===== src/rtl/uart_rx_pkg.sv =====
// Shared types and constants for the 8N1 UART receiver and its baud tick generator.
// Optional even-parity support is enabled by defining UART_RX_PARITY_EN.
package uart_rx_pkg;

    localparam int unsigned DATA_W = 8;
    localparam int unsigned CNT_W  = 4;
    localparam int unsigned BIT_W  = 3;

    typedef enum logic [2:0] {
        IDLE      = 3'd0,
        START     = 3'd1,
        DATA      = 3'd2,
        PARITY    = 3'd3,
        STOP      = 3'd4,
        WAIT_IDLE = 3'd5
    } state_e;

    // Accumulator increment giving a carry at baud*ovs Hz; same formula the TX uses with ovs=1.
    function automatic longint unsigned baud_gen_inc(input longint unsigned clk_freq,
                                                     input longint unsigned baud,
                                                     input longint unsigned ovs,
                                                     input longint unsigned acc_w);
        return (((baud * ovs) << (acc_w - 64'd4)) + (clk_freq >> 5)) / (clk_freq >> 4);
    endfunction

endpackage


===== src/rtl/uart_rx_if.sv =====
// Receive-side holding register handshake between uart_rx (master) and its consumer (slave).
// parity_err exists only when UART_RX_PARITY_EN is defined.
interface uart_rx_if;
    import uart_rx_pkg::*;

    logic [DATA_W-1:0] rx_data;
    logic              rx_valid;
    logic              rx_ready;
    logic              frame_err;
    logic              overrun;
`ifdef UART_RX_PARITY_EN
    logic              parity_err;
`endif

    modport master (
`ifdef UART_RX_PARITY_EN
        output parity_err,
`endif
        output rx_data, rx_valid, frame_err, overrun,
        input  rx_ready
    );

    modport slave (
`ifdef UART_RX_PARITY_EN
        input  parity_err,
`endif
        input  rx_data, rx_valid, frame_err, overrun,
        output rx_ready
    );

endinterface


===== src/rtl/uart_baud_tick.sv =====
// Fractional accumulator producing a one-clock tick at BAUD*OVERSAMPLE Hz.
// Shared with the transmitter (OVERSAMPLE=1); the receiver uses 16.
module uart_baud_tick
    import uart_rx_pkg::*;
#(
    parameter int unsigned CLK_FREQ   = 50000000,
    parameter int unsigned BAUD       = 9600,
    parameter int unsigned OVERSAMPLE = 16,
    parameter int unsigned ACC_WIDTH  = 16
) (
    input  logic clk,
    input  logic reset_n,
    output logic tick
);

    localparam longint unsigned INC_L = baud_gen_inc(64'(CLK_FREQ), 64'(BAUD),
                                                     64'(OVERSAMPLE), 64'(ACC_WIDTH));
    localparam logic [ACC_WIDTH:0] BAUD_GEN_INC = (ACC_WIDTH+1)'(INC_L);

    logic [ACC_WIDTH:0] acc_q, acc_d;

    // Carry out of the previous add is dropped here and exposed as the tick.
    always_comb begin
        acc_d = {1'b0, acc_q[ACC_WIDTH-1:0]} + BAUD_GEN_INC;
    end

    always_ff @(posedge clk or negedge reset_n) begin
        if (!reset_n) acc_q <= '0;
        else          acc_q <= acc_d;
    end

    assign tick = acc_q[ACC_WIDTH];

endmodule


===== src/rtl/uart_rx.sv =====
// 8N1 UART receiver: 16x oversampling, LSB-first, valid/ready holding register,
// framing-error and overrun pulses. Define UART_RX_PARITY_EN for an even parity bit.
module uart_rx
    import uart_rx_pkg::*;
#(
    parameter int unsigned CLK_FREQ           = 50000000,
    parameter int unsigned BAUD               = 9600,
    parameter int unsigned BAUD_GEN_ACC_WIDTH = 16
) (
    input  logic       clk,
    input  logic       reset_n,
    input  logic       rx,
    uart_rx_if.master  bus
);

    logic              tick;
    logic              rx_s;
    logic              deliver_c;
    logic [1:0]        sync_q, sync_d;
    state_e            state_q, state_d;
    logic [CNT_W-1:0]  cnt_q, cnt_d;
    logic [BIT_W-1:0]  bit_q, bit_d;
    logic [DATA_W-1:0] shift_q, shift_d;
    logic [DATA_W-1:0] data_q, data_d;
    logic              valid_q, valid_d;
    logic              ferr_q, ferr_d;
    logic              ovr_q, ovr_d;
    logic              par_bad_q, par_bad_d;
`ifdef UART_RX_PARITY_EN
    logic              perr_q, perr_d;
`endif

    uart_baud_tick #(
        .CLK_FREQ   (CLK_FREQ),
        .BAUD       (BAUD),
        .OVERSAMPLE (16),
        .ACC_WIDTH  (BAUD_GEN_ACC_WIDTH)
    ) u_tick (
        .clk     (clk),
        .reset_n (reset_n),
        .tick    (tick)
    );

    assign rx_s = sync_q[1];

    always_comb begin
        sync_d    = {sync_q[0], rx};
        state_d   = state_q;
        cnt_d     = cnt_q;
        bit_d     = bit_q;
        shift_d   = shift_q;
        data_d    = data_q;
        valid_d   = valid_q;
        ferr_d    = 1'b0;
        ovr_d     = 1'b0;
        par_bad_d = par_bad_q;
        deliver_c = 1'b0;
`ifdef UART_RX_PARITY_EN
        perr_d    = 1'b0;
`endif

        case (state_q)
            IDLE: begin
                par_bad_d = 1'b0;
                if (!rx_s) begin
                    state_d = START;
                    cnt_d   = '0;
                end
            end
            // Mid start bit re-check rejects glitches shorter than half a bit.
            START: begin
                if (tick) begin
                    if (cnt_q == CNT_W'(7)) begin
                        if (rx_s) begin
                            state_d = IDLE;
                        end else begin
                            state_d = DATA;
                            cnt_d   = '0;
                            bit_d   = '0;
                        end
                    end else begin
                        cnt_d = cnt_q + CNT_W'(1);
                    end
                end
            end
            DATA: begin
                if (tick) begin
                    cnt_d = cnt_q + CNT_W'(1);
                    if (cnt_q == CNT_W'(15)) begin
                        shift_d = {rx_s, shift_q[DATA_W-1:1]};
                        bit_d   = bit_q + BIT_W'(1);
                        if (bit_q == BIT_W'(DATA_W-1)) begin
`ifdef UART_RX_PARITY_EN
                            state_d = PARITY;
`else
                            state_d = STOP;
`endif
                        end
                    end
                end
            end
`ifdef UART_RX_PARITY_EN
            PARITY: begin
                if (tick) begin
                    cnt_d = cnt_q + CNT_W'(1);
                    if (cnt_q == CNT_W'(15)) begin
                        par_bad_d = ^{shift_q, rx_s};
                        perr_d    = ^{shift_q, rx_s};
                        state_d   = STOP;
                    end
                end
            end
`endif
            STOP: begin
                if (tick) begin
                    cnt_d = cnt_q + CNT_W'(1);
                    if (cnt_q == CNT_W'(15)) begin
                        if (rx_s) begin
                            deliver_c = !par_bad_q;
                            state_d   = IDLE;
                        end else begin
                            ferr_d  = 1'b1;
                            state_d = WAIT_IDLE;
                        end
                    end
                end
            end
            // Hold off a break so a held-low line cannot retrigger START.
            WAIT_IDLE: begin
                if (rx_s) state_d = IDLE;
            end
            default: state_d = IDLE;
        endcase

        if (deliver_c) begin
            if (!valid_q || bus.rx_ready) begin
                data_d  = shift_q;
                valid_d = 1'b1;
            end else begin
                ovr_d = 1'b1;
            end
        end else if (valid_q && bus.rx_ready) begin
            valid_d = 1'b0;
        end
    end

    always_ff @(posedge clk or negedge reset_n) begin
        if (!reset_n) begin
            sync_q    <= 2'b11;
            state_q   <= IDLE;
            cnt_q     <= '0;
            bit_q     <= '0;
            shift_q   <= '0;
            data_q    <= '0;
            valid_q   <= 1'b0;
            ferr_q    <= 1'b0;
            ovr_q     <= 1'b0;
            par_bad_q <= 1'b0;
`ifdef UART_RX_PARITY_EN
            perr_q    <= 1'b0;
`endif
        end else begin
            sync_q    <= sync_d;
            state_q   <= state_d;
            cnt_q     <= cnt_d;
            bit_q     <= bit_d;
            shift_q   <= shift_d;
            data_q    <= data_d;
            valid_q   <= valid_d;
            ferr_q    <= ferr_d;
            ovr_q     <= ovr_d;
            par_bad_q <= par_bad_d;
`ifdef UART_RX_PARITY_EN
            perr_q    <= perr_d;
`endif
        end
    end

    assign bus.rx_data   = data_q;
    assign bus.rx_valid  = valid_q;
    assign bus.frame_err = ferr_q;
    assign bus.overrun   = ovr_q;
`ifdef UART_RX_PARITY_EN
    assign bus.parity_err = perr_q;
`endif

endmodule


===== src/flat_wrapper.sv =====
// flat-port wrapper written by rule: the top's interface ports become plain ports
module uart_rx_flat import uart_rx_pkg::*;
#(
    parameter int unsigned CLK_FREQ           = 50000000,
    parameter int unsigned BAUD               = 9600,
    parameter int unsigned BAUD_GEN_ACC_WIDTH = 16
)
  (clk, reset_n, rx, bus_rx_data, bus_rx_valid, bus_frame_err, bus_overrun, bus_rx_ready);
  uart_rx_if bus_i ();
  input  logic clk;
  input  logic reset_n;
  input  logic rx;
  output wire logic [$bits(bus_i.rx_data)-1:0] bus_rx_data;
  output wire logic [$bits(bus_i.rx_valid)-1:0] bus_rx_valid;
  output wire logic [$bits(bus_i.frame_err)-1:0] bus_frame_err;
  output wire logic [$bits(bus_i.overrun)-1:0] bus_overrun;
  input wire logic [$bits(bus_i.rx_ready)-1:0] bus_rx_ready;
  assign bus_rx_data = bus_i.rx_data;
  assign bus_rx_valid = bus_i.rx_valid;
  assign bus_frame_err = bus_i.frame_err;
  assign bus_overrun = bus_i.overrun;
  assign bus_i.rx_ready = bus_rx_ready;
  uart_rx #(.CLK_FREQ(CLK_FREQ), .BAUD(BAUD), .BAUD_GEN_ACC_WIDTH(BAUD_GEN_ACC_WIDTH)) u_core (.clk(clk), .reset_n(reset_n), .rx(rx), .bus(bus_i));
endmodule

===== config.mk =====
export PLATFORM = sky130hd
export DESIGN_NAME = uart_rx_flat
export DESIGN_NICKNAME = d
export VERILOG_FILES = /design/src/rtl/uart_rx_pkg.sv /design/src/rtl/uart_rx_if.sv /design/src/rtl/uart_baud_tick.sv /design/src/rtl/uart_rx.sv /design/src/flat_wrapper.sv
export SDC_FILE = /design/constraint.sdc
export NUM_CORES = 1
export LEC_CHECK = 0
export ABC_CLOCK_PERIOD_IN_PS = 2500
export CELL_PAD_IN_SITES_DETAIL_PLACEMENT = 1
export CELL_PAD_IN_SITES_GLOBAL_PLACEMENT = 1
export CORE_AREA = 2 2 72 74
export DETAILED_ROUTE_END_ITERATION = 7
export DIE_AREA = 0 0 74 76
export GPL_TIMING_DRIVEN = 0
export PLACE_DENSITY = 0.83
export SYNTH_ARGS = -nofsm -noshare
export SYNTH_HDL_FRONTEND = slang
export SYNTH_SLANG_ARGS = --single-unit

===== constraint.sdc =====
create_clock -name clk -period 2.5 [get_ports clk]
set_clock_uncertainty 0.15 [all_clocks]
set_input_delay 0.5 -clock clk [delete_from_list [all_inputs] [get_ports clk]]
set_output_delay 0.5 -clock clk [all_outputs]
set_load 0.1 [all_outputs]

==> flow_summary.rst, run 1 <==
.. list-table::
   :header-rows: 1

   * - Metric
     - Value
   * - Number of search-and-repair iterations in the first detailed-routing pass
     - 4
   * - Arrival time reported for the critical path endpoint
     - 1810 ps
   * - Worst-case clock buffer depth
     - 2
   * - Vias
     - 1543
   * - Overall overflow remaining after global route
     - 0
   * - Cell-by-cell trace of the critical path
     - clkdlybuf4s50_1
   * - Number of buffers inserted during clock tree synthesis
     - 5
   * - DR WL/cell
     - 16.1 µm
   * - Critical Path Sink Type
     - primary output
   * - Classification of the worst setup path
     - reg2out
   * - CTS sink cnt
     - 48
   * - HPWL after detailed placement
     - 3240 µm
   * - Worst-case hold slack
     - 211 ps
   * - Final Hold Vio Count
     - 0
   * - Psw
     - 0.276 mW
   * - Asr flop ratio synth
     - 1.00
   * - Fraction of the mapped netlist area in simple logic gates
     - 0.144
   * - Required arrival time at the worst endpoint
     - 1850 ps
   * - Die ar.
     - 0.00562 mm²
   * - Fillers
     - 526
   * - Hold path startpoint
     - u_core.sync_q[0]
   * - Area of the placeable core
     - 0.00491 mm²
   * - VDD IR-drop max
     - 0.319 mV
   * - Routability-driven placement congestion ratio
     - 0.797
   * - Actual slew at the worst max-slew pin
     - 1000 ps
   * - Switching power as a share of total power
     - 0.215
   * - Worst hold-check path type
     - reg2reg
   * - Antenna violations before repair
     - 0
   * - Via count of the first global-routing pass
     - 1600
   * - Total Negative Setup Slacks
     - 0 ps
   * - Count of flip-flops with a built-in enable after synthesis
     - 0
   * - Initial Util
     - 0.443
   * - Fin nets
     - 219
   * - Net Count, Synth
     - 196
   * - Main combinational cell family by area after synthesis
     - simple AND/OR/NAND/NOR gates
   * - CTS tree
     - done
   * - Multiplexer fraction of the synthesized cell area
     - 0.102
   * - Number of synthesized register bits
     - 48
   * - Initial DRC Count
     - 62
   * - Setup violators final
     - 0
   * - Adder-Cell Fraction of Synth Area
     - 0.0230
   * - Count of unique library cells instantiated by Yosys
     - 44
   * - Period utilisation layout
     - 0.982
   * - Highest fanout seen on the critical path
     - 2
   * - Internal power consumption
     - 1.01 mW
   * - Post-detailed-route via-to-cell ratio
     - 5.49
   * - Ant diodes
     - 0
   * - Post-Syn Area
     - 0.00218 mm²
   * - PD cells
     - 509 mW/mm²
   * - Sum of buffers and inverters on the critical path
     - 1
   * - Total I/O pin count
     - 15
   * - Wirelength, routed
     - 4520 µm
   * - Global-route usage over all layers
     - 0.180
   * - Complex-gate fraction of the synthesized area
     - 0.0959
   * - Maximum clock frequency
     - 407 MHz
   * - Total number of placement rows
     - 26
   * - Source-to-sink clock delay at the later pin of the worst-skew pair
     - 310 ps
   * - Crit path largest cell delay
     - 1150 ps
   * - Max-cap violations
     - 0
   * - Die Y
     - 76 µm
   * - Horizontal die dimension
     - 74 µm
   * - Clock Pin Slew Worst Setup and Hold Paths
     - 80 ps
   * - Cells after synthesis
     - 188
   * - Wire length of the first global-routing pass
     - 7800 µm
   * - Total of buffers placed on input and output ports
     - 14
   * - Cell type group with the largest total delay on the critical path
     - buffers and inverters
   * - Pin count of the biggest net entering global routing
     - 37
   * - Rel. slew slack
     - 0.335
   * - Finished Core Util
     - 0.514
   * - Startpoint of the worst setup timing path
     - u_core.bus.rx_data[4]
   * - Average instance area after synthesis
     - 11.6 µm²
   * - Leakage
     - 1.17 nW
   * - Post-synthesis share of cell area spent on xor and xnor gates
     - 0.0523
   * - Area growth, synth to finish
     - 15.8%
   * - Share of cells above drive strength 1
     - 0.175
   * - Number of pins exceeding their max-slew limit in the final report
     - 0
   * - Setup repair after global routing missed its margin
     - false
   * - Most common flop cell mapped by yosys
     - sky130_fd_sc_hd__dfrtp_1
   * - Fraction of the yosys area taken by sequential cells
     - 0.553
   * - Sequential fraction of design power
     - 0.607
   * - Residual DRC
     - 0
   * - Number of levels the H-tree was split into
     - 2
   * - # placed instances
     - 273
   * - Cell with the biggest individual delay on the critical path
     - sky130_fd_sc_hd__clkdlybuf4s50_1
   * - Final critical-path required period
     - 2460 ps
   * - Flop2flop setup slack
     - 500 ps
   * - Result of the run
     - complete, no violations
   * - Crit path launch type
     - flip-flop
   * - Proportion of power drawn by the clock network
     - 0.371
   * - Fin cells
     - 281
   * - Setup fix buffers added after clock tree synthesis
     - 0
   * - Worst R2R Start
     - u_core.cnt_q[0]
   * - Buffer cell driving the clock tree root
     - sky130_fd_sc_hd__clkbuf_8
   * - Number of warning messages in the yosys log
     - 0
   * - Part of the total power dissipated in combinational logic
     - 0.022
   * - Antenna Nets Post-Route
     - 0
-- final timing paths --
path / endpoint / cells after the start
max: bus_rx_data[4] / 1
max reg2reg: u_core.cnt_q[3] / 5
min reg2reg: u_core.sync_q[1] / 0
max in group asynchronous: u_core.sync_q[0] / 3
min in group asynchronous: u_core.bus.frame_err / 2
min: u_core.sync_q[1] / 0
-- timing repair --
| action | CTS | global route |
|---|---|---|
| gates resized for setup | 2 | 1 |
| pin swaps | 0 | 0 |
| endpoints found under the hold margin | 12 | 0 |
| hold buffers | 1 | 0 |
| setup endpoints to repair | 2 | 1 |
-- sequential cells by signal, summed over array words and instances, names as in the netlist --
| signal | cells |
|---|---|
| u_core.bit_q | 3 |
| u_core.bus.frame_err | 1 |
| u_core.bus.overrun | 1 |
| u_core.bus.rx_data | 8 |
| u_core.bus.rx_valid | 1 |
| u_core.cnt_q | 4 |
| u_core.shift_q | 8 |
| u_core.state_q | 3 |
| u_core.sync_q | 2 |
| u_core.u_tick.acc_q | 17 |
-- synth_stat cells (2+ instances only) --
| master | n | area [µm²] |
|---|---|---|
| sky130_fd_sc_hd__dfrtp_1 | 46 | 1150 |
| sky130_fd_sc_hd__and4_1 | 2 | 17.5 |
| sky130_fd_sc_hd__nand2_1 | 10 | 37.5 |
| sky130_fd_sc_hd__ha_1 | 4 | 50.1 |
| sky130_fd_sc_hd__nand4_1 | 3 | 18.8 |
| sky130_fd_sc_hd__mux2i_1 | 3 | 30.0 |
| sky130_fd_sc_hd__nor3b_1 | 2 | 15.0 |
| sky130_fd_sc_hd__mux2_2 | 17 | 191 |
| sky130_fd_sc_hd__a21oi_1 | 6 | 30.0 |
| sky130_fd_sc_hd__nand3_1 | 6 | 30.0 |
| sky130_fd_sc_hd__clkbuf_1 | 3 | 11.3 |
| sky130_fd_sc_hd__dfstp_2 | 2 | 52.6 |
| sky130_fd_sc_hd__buf_2 | 5 | 25.0 |
| sky130_fd_sc_hd__inv_1 | 8 | 30.0 |
| sky130_fd_sc_hd__nand2b_1 | 6 | 37.5 |
| sky130_fd_sc_hd__nor3_1 | 4 | 20.0 |
| sky130_fd_sc_hd__a311oi_1 | 2 | 17.5 |
| sky130_fd_sc_hd__o21ai_0 | 8 | 40.0 |
| sky130_fd_sc_hd__and3_1 | 4 | 25.0 |
| sky130_fd_sc_hd__nor2_1 | 11 | 41.3 |
| sky130_fd_sc_hd__xnor2_1 | 12 | 105 |
| sky130_fd_sc_hd__nor4_1 | 2 | 12.5 |
-- worst register-to-register path, stage by stage (launching register included) --
cell and delay, ps:
sky130_fd_sc_hd__dfrtp_1 420, sky130_fd_sc_hd__ha_1 300, sky130_fd_sc_hd__and3b_1 210, sky130_fd_sc_hd__o311a_1 320, sky130_fd_sc_hd__or2_1 260, sky130_fd_sc_hd__o311ai_2 250
-- metrics by stage --
stage	setup WS [ps]	total power, mW	instance area [µm²]
after floorplan	545	0.798	2180
after global placement	-576	0.819	2410
after detailed placement	341	0.822	2420
after CTS	27.2	1.31	2520
after global routing	4.30	1.33	2520
final	44.9	1.28	2520
-- kinds of logic after synthesis --
| family | after synthesis |
|---|---|
| compound gates | 30 |
| mux | 20 |
| fa+ha+maj | 4 |
| buf+inv | 16 |
| xor+xnor | 13 |
| simple gates | 57 |
| flops | 48 |
-- final cells by class --
class	count	area, µm²	area share
Timing Repair Buffer	16	165	0.0655
Clock inverter	1	8.76	0.00347
Inverter	8	30.0	0.0119
Multi-Input combinational cell	124	908	0.360
Buffer	8	36.3	0.0144
Sequential cell	48	1200	0.477
Clock buffer	6	82.6	0.0327
Tap cell	70	87.6	0.0347
-- power by group through the flow --
stage | Combinational [mW] | Clock (mW) | Sequential (mW)
4_1_cts | 0.0297 | 0.498 | 0.779
2_1_floorplan | 0.00345 | 0 | 0.794
3_5_place_dp | 0.0281 | 0 | 0.794
3_3_place_gp | 0.0248 | 0 | 0.794
5_1_grt | 0.0320 | 0.523 | 0.779
6_report | 0.0282 | 0.477 | 0.779
-- routing by layer --
layer	global-route usage	vias up	wire length [µm]
li1	-	716	-
met2	0.283	18	2290
met4	0.0745	0	116
met3	0.0410	11	107
met1	0.238	798	2000
met5	0	-	0
-- cells in the final DEF, fill, tap and decap left out, drive strengths merged, types with 2 or more instances in the layout --
cell	Yosys	routed
dfrtp	46	46
mux2	17	17
xnor2	12	12
nor2	11	11
nand2	10	10
clkdlybuf4s50	0	10
clkbuf	3	9
o21ai	8	8
inv	8	8
buf	5	7
a21oi	6	6
nand3	6	6
nand2b	6	6
and3	4	4
nor3	4	4
ha	4	4
nand4	4	4
mux2i	3	3
and4	2	2
nor4	2	2
nor3b	2	2
a311oi	2	2
dlygate4sd2	0	2
dfstp	2	2
or3b	2	2
Power figures use the tool's default switching activity.
==> run 2, diff against run 1 <==
Settings changed: SKIP_LAST_GASP from default to 1, SLEW_MARGIN from default to 30.
==> flow_summary.rst, run 2 (synthesis gave the netlist of run 1 again) <==
.. list-table::
   :header-rows: 1

   * - Metric
     - Value
   * - Result of the run
     - complete, no violations
   * - Number of pins exceeding their max-slew limit in the final report
     - 0
   * - Standard cell area after detailed placement
     - 0.00240 mm²
   * - Cell with the biggest individual delay on the critical path
     - sky130_fd_sc_hd__clkdlybuf4s50_1
   * - Fillers
     - 527
   * - Cell type group with the largest total delay on the critical path
     - buffers and inverters
   * - Initial DRC Count
     - 50
   * - Horizontal die dimension
     - 74 µm
   * - Actual slew at the worst max-slew pin
     - 1000 ps
   * - Final critical-path required period
     - 2450 ps
   * - Max-cap violations
     - 0
   * - Antenna Nets Post-Route
     - 0
   * - VDD IR-drop max
     - 0.332 mV
   * - Total non-filler cell area in the finished layout
     - 0.00249 mm²
   * - Wire length of the first global-routing pass
     - 7710 µm
   * - Leakage
     - 1.13 nW
   * - Total number of placement rows
     - 26
   * - Source-to-sink clock delay at the later pin of the worst-skew pair
     - 300 ps
   * - Vias
     - 1513
   * - Post-detailed-route via-to-cell ratio
     - 5.42
   * - Most common library cell in the layout ignoring fill and taps
     - sky130_fd_sc_hd__dfrtp_1
   * - Area of the placeable core
     - 0.00491 mm²
   * - Area growth, synth to finish
     - 14.4%
   * - Number of search-and-repair iterations in the first detailed-routing pass
     - 4
   * - Overall overflow remaining after global route
     - 0
   * - Buffer cell driving the clock tree root
     - sky130_fd_sc_hd__clkbuf_8
   * - Total Power Consumption
     - 1.27 mW
   * - PD cells
     - 512 mW/mm²
   * - Worst-case clock buffer depth
     - 2
   * - Ant diodes
     - 0
   * - CTS sink cnt
     - 48
   * - Worst hold-check path type
     - in2async
   * - Residual DRC
     - 0
   * - Via count of the first global-routing pass
     - 1625
   * - Total I/O pin count
     - 15
   * - Clock Pin Slew Worst Setup and Hold Paths
     - 90 ps
   * - Crit path launch type
     - flip-flop
   * - Total Negative Setup Slacks
     - 0 ps
   * - Critical Path Sink Type
     - primary output
   * - Fin cells
     - 279
   * - Global-route usage over all layers
     - 0.177
   * - Commonest cells after routing, fill and taps aside
     - sky130_fd_sc_hd__dfrtp_1 (46), sky130_fd_sc_hd__mux2_2 (17), sky130_fd_sc_hd__xnor2_1 (12)
   * - Fin nets
     - 217
   * - Antenna violations before repair
     - 0
   * - Arrival time reported for the critical path endpoint
     - 1800 ps
   * - Area occupied by registers
     - 0.00120 mm²
   * - Number of levels the H-tree was split into
     - 2
   * - Final Hold Vio Count
     - 0
   * - Worst-case hold slack
     - 42.5 ps
   * - Total of buffers placed on input and output ports
     - 14
   * - Number of buffers inserted during clock tree synthesis
     - 5
   * - Period utilisation layout
     - 0.980
   * - Rel. slew slack
     - 0.334
   * - Initial Util
     - 0.443
   * - Sum of buffers and inverters on the critical path
     - 1
   * - Required arrival time at the worst endpoint
     - 1850 ps
   * - Register with the most flip-flops
     - u_core.u_tick.acc_q
   * - Classification of the worst setup path
     - reg2out
   * - Cell-by-cell trace of the critical path
     - clkdlybuf4s50_1
   * - # placed instances
     - 272
   * - Pin count of the biggest net entering global routing
     - 49
   * - Die ar.
     - 0.00562 mm²
   * - Max reg flops
     - 17
   * - Setup violators final
     - 0
   * - Setup fix buffers added after clock tree synthesis
     - 0
   * - Highest fanout seen on the critical path
     - 2
   * - Share of cells above drive strength 1
     - 0.172
   * - Wirelength, routed
     - 4460 µm
   * - Die Y
     - 76 µm
   * - Crit path largest cell delay
     - 1150 ps
   * - CTS tree
     - done
   * - Routability-driven placement congestion ratio
     - 0.797
   * - Setup repair after global routing missed its margin
     - false
   * - Area of the multi-input gates
     - 908 µm²
   * - DR WL/cell
     - 16.0 µm
   * - HPWL after detailed placement
     - 3130 µm
   * - Maximum clock frequency
     - 408 MHz
   * - Cts hold-fix bufs
     - 0
[run 2: cell count changes in the layout (fill, tap and decap cells not counted), sizes merged]
cell and change:
dlygate4sd3 -1, clkdlybuf4s50 +1, dlymetal6s2s -1, buf -1
[run 2: area by class of cell]
class / count / share of cell area
Inverter: 8 / 0.0120
Clock inverter: 1 / 0.00351
Sequential cell: 48 / 0.483
Buffer: 8 / 0.0146
Tap cell: 70 / 0.0351
Multi-Input combinational cell: 124 / 0.364
Clock buffer: 6 / 0.0331
Timing Repair Buffer: 14 / 0.0542
[run 2: metal layers]
layer	vias up	part of all wire	track usage
met5	-	0	0
met4	0	0.021	0.0709
met3	9	0.021	0.0410
met2	15	0.51	0.286
met1	775	0.45	0.228
li1	714	-	-
[run 2: repair_timing]
| item | 4_1_cts | 5_1_grt |
|---|---|---|
| resized for setup | 2 | 0 |
| endpoints found under the setup margin | 2 | 0 |
| hold endpoints to repair | 0 | 0 |
[run 2: per-stage QoR]
stage / utilization / setup WS, ps
after detailed placement: 0.489 / 344
after global routing: 0.507 / 2.12
after CTS: 0.507 / 32.1
after global placement: 0.490 / -576
final: 0.507 / 48.9
after floorplan: - / 545
[run 2: path summary, 6_finish.rpt]
path,startpoint,end,slack [ps],cells past startpoint
setup / recovery,u_core.bus.rx_data[4],bus_rx_data[4],50,1
hold / removal,reset_n,u_core.cnt_q[3],40,1
setup reg to reg,u_core.state_q[2],u_core.shift_q[0],500,4
hold reg to reg,u_core.sync_q[0],u_core.sync_q[1],210,0
max in group asynchronous,reset_n,u_core.shift_q[2],1740,1
min in group clk,u_core.sync_q[0],u_core.sync_q[1],210,0
[run 2: power breakdown]
part	switching (mW)	internal [mW]	total, mW
clock	0.252	0.221	0.473
sequential	0.000385	0.779	0.779
combinational	0.0185	0.00487	0.0233
